--- src/rtl/sd_dat_tx_if.sv ---
// Block-buffer / DAT-pad side signals of the SD write-data transmitter.
// master = data source and start requester, slave = transmitter.
interface sd_dat_tx_if;
  logic       istart;
  logic [3:0] inibble;
  logic       onext;
  logic [3:0] odat;
  logic       odat_oe;
  logic       obusy;
  logic       odone;

  modport master (
    output istart, inibble,
    input  onext, odat, odat_oe, obusy, odone
  );

  modport slave (
    input  istart, inibble,
    output onext, odat, odat_oe, obusy, odone
  );
endinterface

--- src/rtl/sd_dat_tx.sv ---
// SD 4-bit write-data transmitter: start bit, payload, per-line CRC16, end bit.
// Owns one CRC16 (x^16+x^12+x^5+1) engine per DAT line.
module sd_dat_tx #(
  parameter int BLOCK_NIBBLES = 1024
) (
  input  logic        iclk,
  input  logic        irst,
  sd_dat_tx_if.slave  bus
);
  localparam int CW = $clog2(BLOCK_NIBBLES + 1);
  localparam logic [CW-1:0] LAST = CW'(BLOCK_NIBBLES - 1);

  typedef enum logic [2:0] {S_IDLE, S_START, S_DATA, S_CRC, S_END} state_t;

  state_t        state;
  logic [CW-1:0] nib_cnt;
  logic [3:0]    crc_cnt;
  logic [15:0]   crc [4];
  logic          oe;
  logic          next;
  logic          busy;
  logic          done;
  logic [3:0]    dat;

  // Serial CRC16 update: feedback taps into bits 0, 5 and 12.
  function automatic logic [15:0] crc_step(input logic [15:0] c, input logic d);
    logic fb;
    fb = d ^ c[15];
    return {c[14:12], c[11] ^ fb, c[10:5], c[4] ^ fb, c[3:0], fb};
  endfunction

  always_ff @(posedge iclk) begin
    if (irst) begin
      state   <= S_IDLE;
      nib_cnt <= '0;
      crc_cnt <= '0;
      oe      <= 1'b0;
      next    <= 1'b0;
      busy    <= 1'b0;
      done    <= 1'b0;
      for (int k = 0; k < 4; k++) crc[k] <= '0;
    end else begin
      done <= 1'b0;
      case (state)
        S_IDLE: begin
          if (bus.istart) begin
            state <= S_START;
            oe    <= 1'b1;
            busy  <= 1'b1;
          end
        end
        S_START: begin
          state   <= S_DATA;
          next    <= 1'b1;
          nib_cnt <= '0;
          crc_cnt <= '0;
          for (int k = 0; k < 4; k++) crc[k] <= '0;
        end
        S_DATA: begin
          nib_cnt <= nib_cnt + 1'b1;
          for (int k = 0; k < 4; k++) crc[k] <= crc_step(crc[k], bus.inibble[k]);
          if (nib_cnt == LAST) begin
            state <= S_CRC;
            next  <= 1'b0;
          end
        end
        S_CRC: begin
          crc_cnt <= crc_cnt + 4'd1;
          for (int k = 0; k < 4; k++) crc[k] <= {crc[k][14:0], 1'b0};
          if (crc_cnt == 4'd15) state <= S_END;
        end
        S_END: begin
          state <= S_IDLE;
          oe    <= 1'b0;
          busy  <= 1'b0;
          done  <= 1'b1;
        end
        default: state <= S_IDLE;
      endcase
    end
  end

  // Payload passes straight from the buffer to the pads during DATA.
  always_comb begin
    dat = 4'hF;
    case (state)
      S_START: dat = 4'h0;
      S_DATA:  dat = bus.inibble;
      S_CRC:   dat = {crc[3][15], crc[2][15], crc[1][15], crc[0][15]};
      default: dat = 4'hF;
    endcase
  end

  assign bus.odat    = dat;
  assign bus.odat_oe = oe;
  assign bus.onext   = next;
  assign bus.obusy   = busy;
  assign bus.odone   = done;
endmodule

--- src/flat_wrapper.sv ---
// flat-port wrapper written by rule: the top's interface ports become plain ports
module sd_dat_tx_flat 
#(
  parameter int BLOCK_NIBBLES = 1024
)
  (iclk, irst, bus_istart, bus_inibble, bus_onext, bus_odat, bus_odat_oe, bus_obusy, bus_odone);
  sd_dat_tx_if bus_i ();
  input  logic iclk;
  input  logic irst;
  input wire logic [$bits(bus_i.istart)-1:0] bus_istart;
  input wire logic [$bits(bus_i.inibble)-1:0] bus_inibble;
  output wire logic [$bits(bus_i.onext)-1:0] bus_onext;
  output wire logic [$bits(bus_i.odat)-1:0] bus_odat;
  output wire logic [$bits(bus_i.odat_oe)-1:0] bus_odat_oe;
  output wire logic [$bits(bus_i.obusy)-1:0] bus_obusy;
  output wire logic [$bits(bus_i.odone)-1:0] bus_odone;
  assign bus_i.istart = bus_istart;
  assign bus_i.inibble = bus_inibble;
  assign bus_onext = bus_i.onext;
  assign bus_odat = bus_i.odat;
  assign bus_odat_oe = bus_i.odat_oe;
  assign bus_obusy = bus_i.obusy;
  assign bus_odone = bus_i.odone;
  sd_dat_tx #(.BLOCK_NIBBLES(BLOCK_NIBBLES)) u_core (.iclk(iclk), .irst(irst), .bus(bus_i));
endmodule
--- config.mk ---
export PLATFORM = sky130hd
export DESIGN_NAME = sd_dat_tx_flat
export DESIGN_NICKNAME = d
export VERILOG_FILES = /design/src/rtl/sd_dat_tx_if.sv /design/src/rtl/sd_dat_tx.sv /design/src/flat_wrapper.sv
export SDC_FILE = /design/constraint.sdc
export NUM_CORES = 1
export LEC_CHECK = 0
export CAP_MARGIN = 10
export CORE_ASPECT_RATIO = 0.8
export CORE_MARGIN = 5
export CORE_UTILIZATION = 45
export DETAILED_ROUTE_END_ITERATION = 6
export PLACE_DENSITY = 0.68
export SKIP_LAST_GASP = 1
export SLEW_MARGIN = 20
export SYNTH_ARGS = -nofsm -noshare
export SYNTH_HDL_FRONTEND = slang
export SYNTH_SLANG_ARGS = --single-unit
--- constraint.sdc ---
create_clock -name iclk -period 5.47 [get_ports iclk]
set_clock_uncertainty 0.1 [all_clocks]
set_input_delay 0.8205 -clock iclk [delete_from_list [all_inputs] [get_ports iclk]]
set_output_delay 0.8205 -clock iclk [all_outputs]
set_load 0.05 [all_outputs]
Word-level counts from Yosys, hierarchy flattened. Memories as Yosys holds them, arrays and structs flattened. Cells that the tools add are included.

Bits in registers: 21. Bits in writable memories: 64. Input bits: 7. Output and inout port bits: 8. Logic and storage cells: 84. Memories kept: 1.

Memories: u_core.crc (depth 4, width 16, rd ports 4, clocked after Yosys merged registers in 0, write ports 4, RTL line sd_dat_tx.sv:18) `logic [15:0] crc [4];`.

$add $sub $neg: 2. Eq/ne operators: 9. Muxes and demuxes: 35. Bitwise logic cells: 24. Reduce and logical (&&, ||, !) cells: 7.

Operator list (number): 2-to-1 mux 16 bit (12); one-hot mux 11 bit (2 select lines) (1); 2-to-1 mux 1 bit (14); OR 1 bit (12); one-hot mux 3 bit (4 select lines) (1); one-hot mux 4 bit (3 select lines) (1); bitwise XOR 1 bit (12); adder 11 x 1 -> 11 bit (second input constant) (1); equality test 11 x 10 -> 1 bit (second input constant) (1); 2-to-1 mux 3 bit (3); one-hot mux 4 bit (2 select lines) (1); equality test 3 x 2 -> 1 bit (second input constant) (2); nonzero test 2 bit (3); adder 4 x 1 -> 4 bit (second input constant) (1); equality test 4 bit (second input constant) (1); != test 2 x 1 -> 1 bit (second input constant) (2); one-hot mux 1 bit (2 select lines) (2); AND reduction 2 bit (2); equality test 3 x 1 -> 1 bit (second input constant) (1); equality test 3 bit (second input constant) (1); logical NOT 3 bit (1); AND reduction 3 bit (1); != test 2 bit (second input constant) (1).

Depth between registers and ports, before layout.
Depth after elaboration: 7. Mapped depth: 5. Gate-level depth less buffers: 4.

Worst setup path before layout. No wires, ideal clock.

Kind: register -> register. Start: reg u_core.state[2]. End: mem u_core.crc[3][0] (enable). Library setup time: 0.411 ns. Data arrival time: 1.977 ns. Path slack: 2.982 ns. Cell stages (with the launch flop): 5. Buffers on the path: 3. Cells stage by stage: dfxtp_1 > buf_2 > clkbuf_1 > buf_2 > o21ai_0.

RTL lines: start: declaration (RTL line sd_dat_tx.sv:15) `state_t state;`; start signal: assignment (RTL line sd_dat_tx.sv:34) `state <= S_IDLE;`; start signal: assignment (RTL line sd_dat_tx.sv:47) `state <= S_START;`; start signal: assignment (RTL line sd_dat_tx.sv:53) `state <= S_DATA;`; end: declaration (RTL line sd_dat_tx.sv:18).

Worst setup path after layout.
Start: reg u_core.state[0]. End: out bus_odat[1].

Longest elaborated chain between the ends: 2. Elaborated cells between the ends (all ways): 4. Classes of those cells: 3 x eq/ne; 1 x mux.

Ends and longest elaborated chain: equality test 3 x 2 -> 1 bit / equality test 3 x 1 -> 1 bit (equally long branches) (RTL line sd_dat_tx.sv:86) `case (state)`; one-hot mux 4 bit (3 select lines) * (RTL line sd_dat_tx.sv:86); end: declaration (RTL line flat_wrapper.sv:13) `output wire logic [$bits(bus_i.odat)-1:0] bus_odat;`.

Every way passes the cells marked *; elsewhere a longest branch is shown, timed or not.

==> run_results.csv <==
group,metric,value,unit
run_status,outcome,"complete, no violations",
run,drv_cap,0,
cts,numCtsBuffers,9,
floorplan,start_util,0.4682,
floorplan,die_w,112.1,um
pwr,clkPwrFrac,0.333,
synthesis,seq_area_frac_synth,0.6158,
cts,ctsResizeCount,0,
placed_design,portBuffers,14,
worst_setup_path,critical_path_class,"reg2out",
worst_setup_path,timing.reg2reg.setup_slack,2900,ps
routing,drt_iter0_markers,193,
placed_design,dp_slack,2163,ps
sta,finalSetupTns,0,ps
cts,htree_levels,3,
floorplan,die_y,91.70,um
sta,worst_pin_slew,810.0,ps
global_route,grt_pass1_wl,11250,um
synthesis,ys_warn_count,0,
pwr,p_int,1.001,mW
worst_setup_path,cp.arrival,2580,ps
synthesis,synthesis.area,0.003755,mm2
routing,routedWlPerCell,15.46,um
cts,clock-sinks,85,
sta,finalHoldViolations,0,
cts,clockBufferDepth,2,
sta,min_period,3503,ps
routing,wl,6742,um
synthesis,synthDistinctLibCells,44,
cells_and_area,layout-drive-gt1-share,0.1189,
floorplan,ios,15,
cts,ctsHoldBuffers,0,
sta,relSlewSlack,0.4593,
pwr,seqPwrFrac,0.569,
worst_setup_path,cp_max_fo,23,
cells_and_area,diodes,0,
worst_setup_path,crit_path_end_kind,"output pin",
worst_hold_path,hp-class,"reg2reg",
cells_and_area,final_cell_mix,"edfxtp_1, and3_1, a21oi_1",
synthesis,ys_async_sr_fraction,0,
floorplan,dieArea,0.01028,mm2
pwr,power_density,320.1,mW/mm2
sta,setup_slack,1967,ps
sta,maxSlewViolCount,0,
sta,fin_hold_ws,382.5,ps
synthesis,syn_avg_cell_area,11.88,um2
placed_design,place_hpwl,4072,um
worst_setup_path,worst_setup_path_start_kind,"register",
pwr,power.switching,0.3399,mW
synthesis,synth_flop_cell,"edfxtp_1",
synthesis,synth_seq_cells,85,
cts,clkLatencyLatePin,350,ps
sta,fmax,285.5,MHz
pwr,p_comb_frac,0.098,
cells_and_area,finalNetCount,332,
sta,rsz0062_at_grt,"no",
cells_and_area,fin_util,0.5222,
floorplan,core.rowCount,29,
pwr,ir_drop,0.0001705,V
cells_and_area,syn2layout_area_growth,11.53,%
global_route,overflow,0,
routing,vias_per_cell,5.383,
sta,setup_viol_count_final,0,
pwr,switching_share,0.2535,
worst_setup_path,cp.required,4550,ps
cts,clk_pin_slew_worst_paths,90,ps
cells_and_area,final_common_cell,"edfxtp_1",
global_route,grt_pass1_vias,2287,
cts,cts_tree,"built",
global_route,grt_max_degree,49,
routing,num_vias,2347,
floorplan,core-area,0.008019,mm2
pwr,p_leak,1.659,nW
routing,detail_route.first_pass.iterations,4,
synthesis,synth_cells,316,
cts,post_cts_buffers,0,
global_route,grtUsageTotal,0.1367,
placed_design,gp_congestion,0.7318,
routing,drc,0,
global_route,antenna_found_initial,0,
sta,finalCritPeriodShare,0.6403,
routing,drtAntennaViolNets,0,
synthesis,syn_nets,325,
cts,clock-root-buffer,"clkbuf_8",
synthesis,synth_edf_count,61,
## power by group through the flow
stage               Combinational (mW)  Clock (mW)  Sequential, mW
CTS                              0.132       0.461           0.763
floorplan                       0.0891           0           0.774
finish                           0.131       0.447           0.763
detailed placement               0.131           0           0.777
global route                     0.143       0.488           0.768
global placement                 0.129           0           0.777
## sequential cells by signal, indices dropped and copies added, names as in the netlist
name,flops
u_core.bus.odone,1
u_core.bus.onext,1
u_core.crc,64
u_core.state,3
u_core.bus.odat_oe,1
u_core.nib_cnt,11
u_core.crc_cnt,4
## cell type report
type,instances,area (um2)
inverters,3,11.26
multi-input cells,202,1330
clock inverters,6,71.32
flip-flops and latches,85,2312
well taps,108,135.1
clock buffers,10,127.6
fillers,681,3831
repair buffers,22,200.2
## cells by family (layout without fill, tap and decap cells)
kind of cell / after synthesis / count (layout) / synth area share
AND/OR/NAND/NOR: 130 / 130 / 0.2156
flip-flops: 85 / 85 / 0.6158
AO/OA/AOI/OAI: 54 / 54 / 0.08631
buffers and inverters: 29 / 41 / 0.03399
XOR/XNOR: 9 / 9 / 0.02099
multiplexers: 7 / 7 / 0.02066
adder cells (fa/ha/maj): 2 / 2 / 0.006663
## metal layers
layer  GRT usage  routed length, um  vias to the layer above
li1            -                  -                     1184
met2      0.1974               3036                       39
met4     0.04805                 46                        0
met1      0.1960               3369                     1119
met3     0.04079                289                        5
met5           0                  0                        -
## worst paths after layout
kind | from | end | cells past startpoint
min | u_core.crc_cnt[1]$_SDFFE_PP0P_ | u_core.crc_cnt[1]$_SDFFE_PP0P_ | 2
min reg2reg | u_core.crc_cnt[1]$_SDFFE_PP0P_ | u_core.crc_cnt[1]$_SDFFE_PP0P_ | 2
max | u_core.state[0]$_SDFFE_PP0P_ | bus_odat[1] | 4
max reg2reg | u_core.state[0]$_SDFFE_PP0P_ | u_core.crc[3][11]$_SDFFCE_PN0P_ | 3
## per-stage QoR
stage,cell area [um2],power (mW),instances
detailed placement,3980,0.9080,420
CTS,4179,1.356,436
global placement,3976,0.9053,420
finish,4188,1.341,436
floorplan,3755,0.8636,316
global route,4188,1.399,436
## critical path, cell delays in order (launching register included)
cell             delay [ps]
dfxtp_1                 860
nand2b_1                350
o2bb2ai_1               140
nand2b_1                 80
clkdlybuf4s50_1         800
## cell usage after synthesis, types with 2 or more instances
cell type | n | share of area
ha_1 | 2 | 0.0067
nand2_1 | 15 | 0.015
or3_1 | 2 | 0.0033
nor2b_1 | 7 | 0.012
nor4b_1 | 2 | 0.0047
o221ai_1 | 2 | 0.0047
nand3_1 | 4 | 0.0053
o22ai_1 | 3 | 0.0050
xor2_1 | 6 | 0.014
nor2_1 | 9 | 0.0090
and2_1 | 2 | 0.0033
inv_1 | 3 | 0.0030
nor4_2 | 2 | 0.0067
buf_2 | 9 | 0.012
o21ai_0 | 7 | 0.0093
a21o_1 | 3 | 0.0060
and3_1 | 53 | 0.088
nand3b_1 | 4 | 0.0080
a21oi_1 | 29 | 0.039
nand2b_1 | 7 | 0.012
a22o_1 | 3 | 0.0070
xnor2_1 | 3 | 0.0070
edfxtp_1 | 61 | 0.49
mux2_2 | 6 | 0.018
nor3_1 | 6 | 0.0080
dfxtp_1 | 24 | 0.13
nor4_1 | 2 | 0.0033
nor3b_1 | 6 | 0.012
buf_4 | 2 | 0.0040
o2bb2ai_1 | 4 | 0.0093
clkbuf_1 | 15 | 0.015
Power figures use the tool's default switching activity.
